===== src/rtl/instruction_fetch_unit_if.sv =====
// -----------------------------------------------------------------------------
// instruction_fetch_unit_if
//   Bundles the two buses of the fetch unit: the read port toward
//   instruction_rom and the valid/ready instruction stream toward decode.
//
//   rom_address  fetch -> rom     ROM word address
//   rom_data     rom   -> fetch   instruction word, valid in the same cycle
//   fetch_valid  fetch -> decode  queue head valid
//   fetch_instr  fetch -> decode  queue head instruction
//   fetch_pc     fetch -> decode  byte PC of queue head
//   fetch_ready  decode -> fetch  decode accepts the head this cycle
//
//   master : the fetch unit side
//   slave  : the ROM + decode side (test environment)
// -----------------------------------------------------------------------------
interface instruction_fetch_unit_if #(
  parameter int PC_WIDTH   = 32,
  parameter int ADDR_WIDTH = 8
);
  logic [ADDR_WIDTH-1:0] rom_address;
  logic [31:0]           rom_data;
  logic                  fetch_valid;
  logic [31:0]           fetch_instr;
  logic [PC_WIDTH-1:0]   fetch_pc;
  logic                  fetch_ready;

  modport master (
    output rom_address,
    input  rom_data,
    output fetch_valid,
    output fetch_instr,
    output fetch_pc,
    input  fetch_ready
  );

  modport slave (
    input  rom_address,
    output rom_data,
    input  fetch_valid,
    input  fetch_instr,
    input  fetch_pc,
    output fetch_ready
  );
endinterface


===== src/rtl/instruction_fetch_unit.sv =====
// -----------------------------------------------------------------------------
// instruction_fetch_unit
//   Read-side master of instruction_rom. Owns the PC, presents the ROM word
//   address, captures the combinational ROM word into a small FIFO and hands
//   the FIFO head to decode over valid/ready. Supports redirect (flush + new
//   PC) and stops fetching at an all-zero word (end-of-trace marker).
//
//   clk             rising-edge clock
//   reset           synchronous, active-high; highest priority
//   fetch_bus       master modport: rom_address/rom_data and the
//                   fetch_valid/fetch_instr/fetch_pc/fetch_ready stream
//   redirect_valid  flush the queue and load redirect_pc
//   redirect_pc     new PC (bits [1:0] forced to zero)
//   halted          zero word seen; no further fetches until redirect/reset
//   occupancy       number of queued entries
// -----------------------------------------------------------------------------
module instruction_fetch_unit #(
  parameter int                   PC_WIDTH     = 32,
  parameter int                   ADDR_WIDTH   = 8,
  parameter int                   QUEUE_DEPTH  = 4,
  parameter logic [PC_WIDTH-1:0]  RESET_PC     = {PC_WIDTH{1'b0}},
  parameter bit                   HALT_ON_ZERO = 1'b1
) (
  input  logic                         clk,
  input  logic                         reset,
  instruction_fetch_unit_if.master     fetch_bus,
  input  logic                         redirect_valid,
  input  logic [PC_WIDTH-1:0]          redirect_pc,
  output logic                         halted,
  output logic [$clog2(QUEUE_DEPTH):0] occupancy
);

  localparam int PTR_W = $clog2(QUEUE_DEPTH);
  localparam int CNT_W = PTR_W + 1;

  localparam logic [CNT_W-1:0]    QD_CNT     = CNT_W'(QUEUE_DEPTH);
  localparam logic [CNT_W-1:0]    CNT_ONE    = CNT_W'(1'b1);
  localparam logic [PTR_W-1:0]    PTR_ONE    = PTR_W'(1'b1);
  localparam logic [PC_WIDTH-1:0] PC_STEP    = PC_WIDTH'(3'd4);
  localparam logic [PC_WIDTH-1:0] ALIGN_MASK = ~(PC_WIDTH'(2'd3));

  // Architectural state
  logic [PC_WIDTH-1:0] pc_r;
  logic [31:0]         instr_q_r [QUEUE_DEPTH];
  logic [PC_WIDTH-1:0] pc_q_r    [QUEUE_DEPTH];
  logic [PTR_W-1:0]    head_r;
  logic [PTR_W-1:0]    tail_r;
  logic [CNT_W-1:0]    count_r;
  logic                halted_r;

  // Per-cycle decisions
  logic                head_valid_s;
  logic                pop_s;
  logic                room_s;
  logic                fetch_slot_s;
  logic                zero_word_s;
  logic                enq_s;
  logic                halt_set_s;
  logic [CNT_W-1:0]    count_next_s;

  // Handshake and enqueue decisions for the current cycle.
  always_comb begin
    head_valid_s = (count_r != {CNT_W{1'b0}});
    pop_s        = head_valid_s & fetch_bus.fetch_ready;
    // A full queue still accepts a new word when the head leaves this cycle.
    room_s       = (count_r < QD_CNT) | pop_s;
    fetch_slot_s = ~halted_r & ~redirect_valid & room_s;
    zero_word_s  = HALT_ON_ZERO & (fetch_bus.rom_data == 32'h0000_0000);
    // A zero word consumes the fetch slot but is never queued.
    enq_s        = fetch_slot_s & ~zero_word_s;
    halt_set_s   = fetch_slot_s & zero_word_s;
  end

  // Next occupancy from the enqueue/pop pair (redirect handled in the flop).
  always_comb begin
    count_next_s = count_r;
    case ({enq_s, pop_s})
      2'b10:   count_next_s = count_r + CNT_ONE;
      2'b01:   count_next_s = count_r - CNT_ONE;
      default: count_next_s = count_r;
    endcase
  end

  // PC, pointers, occupancy and halt flag.
  always_ff @(posedge clk) begin
    if (reset) begin
      pc_r     <= RESET_PC;
      head_r   <= {PTR_W{1'b0}};
      tail_r   <= {PTR_W{1'b0}};
      count_r  <= {CNT_W{1'b0}};
      halted_r <= 1'b0;
    end else if (redirect_valid) begin
      // Flush: any same-cycle pop is discarded along with the rest.
      pc_r     <= redirect_pc & ALIGN_MASK;
      head_r   <= {PTR_W{1'b0}};
      tail_r   <= {PTR_W{1'b0}};
      count_r  <= {CNT_W{1'b0}};
      halted_r <= 1'b0;
    end else begin
      if (enq_s) begin
        pc_r   <= pc_r + PC_STEP;
        tail_r <= tail_r + PTR_ONE;
      end else begin
        pc_r   <= pc_r;
        tail_r <= tail_r;
      end
      if (pop_s) begin
        head_r <= head_r + PTR_ONE;
      end else begin
        head_r <= head_r;
      end
      count_r  <= count_next_s;
      halted_r <= halted_r | halt_set_s;
    end
  end

  // Queue storage; cleared on reset so an empty queue reads as zero.
  always_ff @(posedge clk) begin
    if (reset) begin
      for (int i = 0; i < QUEUE_DEPTH; i++) begin
        instr_q_r[i] <= 32'h0000_0000;
        pc_q_r[i]    <= {PC_WIDTH{1'b0}};
      end
    end else if (enq_s) begin
      instr_q_r[tail_r] <= fetch_bus.rom_data;
      pc_q_r[tail_r]    <= pc_r;
    end else begin
      instr_q_r[tail_r] <= instr_q_r[tail_r];
      pc_q_r[tail_r]    <= pc_q_r[tail_r];
    end
  end

  // Outputs come straight from registers (the head slot is masked when the
  // queue is empty so stale popped entries never show), so fetch_ready has
  // no combinational path to fetch_valid.
  always_comb begin
    fetch_bus.rom_address = pc_r[ADDR_WIDTH+1:2];
    fetch_bus.fetch_valid = head_valid_s;
    if (head_valid_s) begin
      fetch_bus.fetch_instr = instr_q_r[head_r];
      fetch_bus.fetch_pc    = pc_q_r[head_r];
    end else begin
      fetch_bus.fetch_instr = 32'h0000_0000;
      fetch_bus.fetch_pc    = {PC_WIDTH{1'b0}};
    end
    halted    = halted_r;
    occupancy = count_r;
  end

endmodule


===== src/flat_wrapper.sv =====
// flat-port wrapper written by rule: the top's interface ports become plain ports
module instruction_fetch_unit_flat 
#(
  parameter int                   PC_WIDTH     = 32,
  parameter int                   ADDR_WIDTH   = 8,
  parameter int                   QUEUE_DEPTH  = 4,
  parameter logic [PC_WIDTH-1:0]  RESET_PC     = {PC_WIDTH{1'b0}},
  parameter bit                   HALT_ON_ZERO = 1'b1
)
  (clk, reset, redirect_valid, redirect_pc, halted, occupancy, fetch_bus_rom_address, fetch_bus_rom_data, fetch_bus_fetch_valid, fetch_bus_fetch_instr, fetch_bus_fetch_pc, fetch_bus_fetch_ready);
  instruction_fetch_unit_if #(.PC_WIDTH(PC_WIDTH), .ADDR_WIDTH(ADDR_WIDTH)) fetch_bus_i ();
  input  logic clk;
  input  logic reset;
  input  logic redirect_valid;
  input  logic [PC_WIDTH-1:0] redirect_pc;
  output logic halted;
  output logic [$clog2(QUEUE_DEPTH):0] occupancy;
  output wire logic [$bits(fetch_bus_i.rom_address)-1:0] fetch_bus_rom_address;
  input wire logic [$bits(fetch_bus_i.rom_data)-1:0] fetch_bus_rom_data;
  output wire logic [$bits(fetch_bus_i.fetch_valid)-1:0] fetch_bus_fetch_valid;
  output wire logic [$bits(fetch_bus_i.fetch_instr)-1:0] fetch_bus_fetch_instr;
  output wire logic [$bits(fetch_bus_i.fetch_pc)-1:0] fetch_bus_fetch_pc;
  input wire logic [$bits(fetch_bus_i.fetch_ready)-1:0] fetch_bus_fetch_ready;
  assign fetch_bus_rom_address = fetch_bus_i.rom_address;
  assign fetch_bus_i.rom_data = fetch_bus_rom_data;
  assign fetch_bus_fetch_valid = fetch_bus_i.fetch_valid;
  assign fetch_bus_fetch_instr = fetch_bus_i.fetch_instr;
  assign fetch_bus_fetch_pc = fetch_bus_i.fetch_pc;
  assign fetch_bus_i.fetch_ready = fetch_bus_fetch_ready;
  instruction_fetch_unit #(.PC_WIDTH(PC_WIDTH), .ADDR_WIDTH(ADDR_WIDTH), .QUEUE_DEPTH(QUEUE_DEPTH), .RESET_PC(RESET_PC), .HALT_ON_ZERO(HALT_ON_ZERO)) u_core (.clk(clk), .reset(reset), .fetch_bus(fetch_bus_i), .redirect_valid(redirect_valid), .redirect_pc(redirect_pc), .halted(halted), .occupancy(occupancy));
endmodule

===== config.mk =====
export PLATFORM = sky130hd
export DESIGN_NAME = instruction_fetch_unit_flat
export DESIGN_NICKNAME = d
export VERILOG_FILES = /design/src/rtl/instruction_fetch_unit_if.sv /design/src/rtl/instruction_fetch_unit.sv /design/src/flat_wrapper.sv
export SDC_FILE = /design/constraint.sdc
export NUM_CORES = 1
export LEC_CHECK = 0
export CORE_ASPECT_RATIO = 0.8
export CORE_MARGIN = 5
export CORE_UTILIZATION = 45
export CTS_CLUSTER_SIZE = 16
export DETAILED_ROUTE_END_ITERATION = 6
export HOLD_SLACK_MARGIN = 0.06
export PLACE_DENSITY = 0.74
export SYNTH_ARGS = -nofsm -noshare
export SYNTH_HDL_FRONTEND = slang
export SYNTH_SLANG_ARGS = --single-unit

===== constraint.sdc =====
create_clock -name clk -period 6.9 [get_ports clk]
set_input_delay 2.07 -clock clk [delete_from_list [all_inputs] [get_ports clk]]
set_output_delay 2.07 -clock clk [all_outputs]
set_load 0.01 [all_outputs]

==> flow_summary.json <==
{
  "fp.dieW_um": 202.9,
  "setup_violations": 0,
  "num_io_pins": 145,
  "grt_pass1_wl_mm": 50.20,
  "total_power_mw": 3.886,
  "power_density_mw_per_mm2": 242.9,
  "holdCritPathClass": "flop to flop",
  "tritoncts": "done",
  "max-clock-path-buffers": 3,
  "numCtsBuffers": 29,
  "areaGrowthSynthToFinish_pct": 19.46,
  "yosysTopAreaCell": "edfxtp_1",
  "drv_cap": 0,
  "grt_start_max_net_pins": 75,
  "ff2ff_setup_slack_ns": 3.73,
  "cp_common_cell": "inv_1",
  "cts_setup_buffers": 0,
  "grt_setup_unrepaired": "false",
  "vias": 8442,
  "avgSynthCellArea_um2": 13.63,
  "routedWlPerCell_um": 21.97,
  "antenna_found_initial": 1,
  "critical_path_class": "input port to flop",
  "root_buffer": "clkbuf_16",
  "dieHeight_um": 164.3,
  "max-slew-margin-rel_pct": 26.11,
  "startpoint": "fetch_bus_rom_data[5]",
  "routed_via_density": 5.685,
  "maxClockFrequency_mhz": 195.4,
  "portBuffers": 140,
  "coreArea_mm2": 0.02936,
  "hold_viol": 0,
  "status": "complete, no violations",
  "min-delay-start": "u_core.head_r[0]",
  "synth_edf_count": 248,
  "fin_cells": 1485,
  "ys_ff_latch": 288,
  "cp.arrival_ns": 5.60,
  "yosys_warnings": 0,
  "crit_buf_inv": 4,
  "first_iter_violations": 757,
  "nets": 1156,
  "synth.cell_area_mm2": 0.01339,
  "leakage_nw": 5.812,
  "critical_path.endpoint_type": "flop",
  "num_rows": 56,
  "synth.most_common_cell": "edfxtp_1",
  "overflow": 0,
  "cts-resized-gates": 0,
  "startpoint_type": "input port",
  "path_delay_family": "simple AND/OR/NAND/NOR gates",
  "finClkSkew_ns": 0.01876,
  "grt_pass1_vias": 8605,
  "hpwl_mm": 19.42,
  "track_usage_pct": 19.44,
  "yosys-top-cells-area": "edfxtp_1, and2_1, mux4_2, dfxtp_1, and3_1",
  "final_max_slew_viol_count": 0,
  "worst_slack_ns": 1.783,
  "tns_ns": 0,
  "clk_pin_slew_worst_paths_ns": 0.06,
  "ys_seq_area_share_pct": 61.58,
  "netlist_instances": 983,
  "drtPass1Iterations": 5,
  "cp_data_required_time_ns": 7.39,
  "cpPeakStageDelay_ns": 0.49,
  "cp_max_fo": 13,
  "drive_gt1_share_pct": 12.74,
  "holdBufCountCts": 0,
  "async_flop_share_pct": 0,
  "finalCritPeriodShare_pct": 74.16,
  "cp_slowest_cell": "clkdlybuf4s50_1",
  "drc_errors": 0,
  "ant_nets": 0,
  "wl_mm": 32.62,
  "htreeDepth": 1,
  "clk_latency_ns": 0.55,
  "dieArea_mm2": 0.03334,
  "period_needed_ns": 5.117,
  "gp_congestion": 0.7990,
  "placed_cells": 1431,
  "synthFlopType": "edfxtp_1",
  "r2r_start": "u_core.occupancy[2]",
  "ir_drop_v": 0.0001844,
  "worstPathCellList": "clkdlybuf4s50_1 -> nor4_1 -> nand2_1 -> nor4_4 -> buf_4 -> nor2_1 -> inv_1 -> ha_1 -> inv_1 -> fa_1 -> xor2_1 -> or3_1 -> a21oi_1",
  "dpl_worst_slack_ns": 1.294,
  "start_util_pct": 45.62,
  "ys_top_cells_by_count": "edfxtp_1, and2_1, and3_1, clkbuf_1, mux4_2",
  "yosysTopAreaCellShare_pct": 55.60,
  "yosys.cell_types.count": 50,
  "post-route-util_pct": 54.50,
  "worstMarginPinSlew_ns": 1.108,
  "clock_sinks": 288
}
## cells by family (layout without fill, tap and decap cells)
logic type,count (synthesis),in the layout,share of synthesized area [%]
multiplexers,63,63,10.51
AO/OA/AOI/OAI,68,68,3.559
buffers and inverters,99,222,3.214
adder cells (fa/ha/maj),3,3,0.3363
flip-flops,288,288,61.58
XOR/XNOR,14,14,0.9155
other,1,3,0.02800
AND/OR/NAND/NOR,447,447,19.86
## area by class of cell
class                      instances  area [um^2]
fill                            2396        13360
sequential                       288         8253
multi-input combinational        597         4770
timing repair buffer             159         1544
clock buffer                      40        807.0
tap                              377        471.7
clock inverter                    13        115.1
inverter                          10        37.54
antenna                            1        2.502
## power breakdown
part | leakage (nW) | internal [mW] | switching, mW
logic | 2.42 | 0.150 | 0.168
registers | 2.93 | 1.98 | 0.0484
clock network | 0.459 | 0.888 | 0.647
## sequential cells by signal, summed over array words and instances, names as in the netlist, named ones only
register,cells
u_core.occupancy,3
u_core.pc_r,30
u_core.head_r,2
u_core.pc_q_r,120
u_core.tail_r,2
u_core.halted,1
u_core.instr_q_r,128
## routing by layer
| metal | up-vias | global-route usage (%) | share of wire [%] |
|---|---|---|---|
| li1 | 3841 | - | - |
| met1 | 4239 | 27.00 | 43 |
| met2 | 315 | 32.75 | 48 |
| met3 | 47 | 2.744 | 6.3 |
| met4 | 0 | 4.904 | 2.1 |
| met5 | - | 0 | 0 |
## stage by stage
stage,hold slack (ns),area (um^2)
finish,0.5428,16000
global route,0.5988,16000
CTS,0.5462,16000
detailed placement,0.5312,15080
global placement,0.4999,15080
floorplan,0.4847,13400
## worst reg2reg max path, cell delays in order (launching register included)
cell and delay [ns]:
dfxtp_1 0.36, nor2b_4 0.16, or3_1 0.46, nor2_1 0.18, buf_4 0.29, a21o_2 0.71
buf_4 0.60
## layout by cell type, fill, tap and decap left out, types with 7 or more instances in the layout
| master | count |
|---|---|
| nor3_1 | 12 |
| nand2_1 | 32 |
| mux4_2 | 62 |
| o211ai_1 | 9 |
| edfxtp_1 | 248 |
| dfxtp_1 | 38 |
| a31oi_1 | 8 |
| a211oi_1 | 7 |
| nor2_1 | 27 |
| buf_4 | 19 |
| clkinv_2 | 7 |
| clkbuf_1 | 7 |
| and2_1 | 247 |
| inv_1 | 10 |
| clkbuf_16 | 29 |
| nor4_1 | 12 |
| nand3_1 | 13 |
| or3_1 | 10 |
| xor2_1 | 8 |
| clkdlybuf4s50_1 | 140 |
| and3_1 | 67 |
| a21oi_1 | 15 |
## worst paths after layout
check,to,cells past startpoint
max reg2reg,u_core.instr_q_r[0][30],6
max,u_core.occupancy[2],13
min reg2reg,flop,2
min,flop,2
No activity file was read; power rests on OpenSTA's default activity.
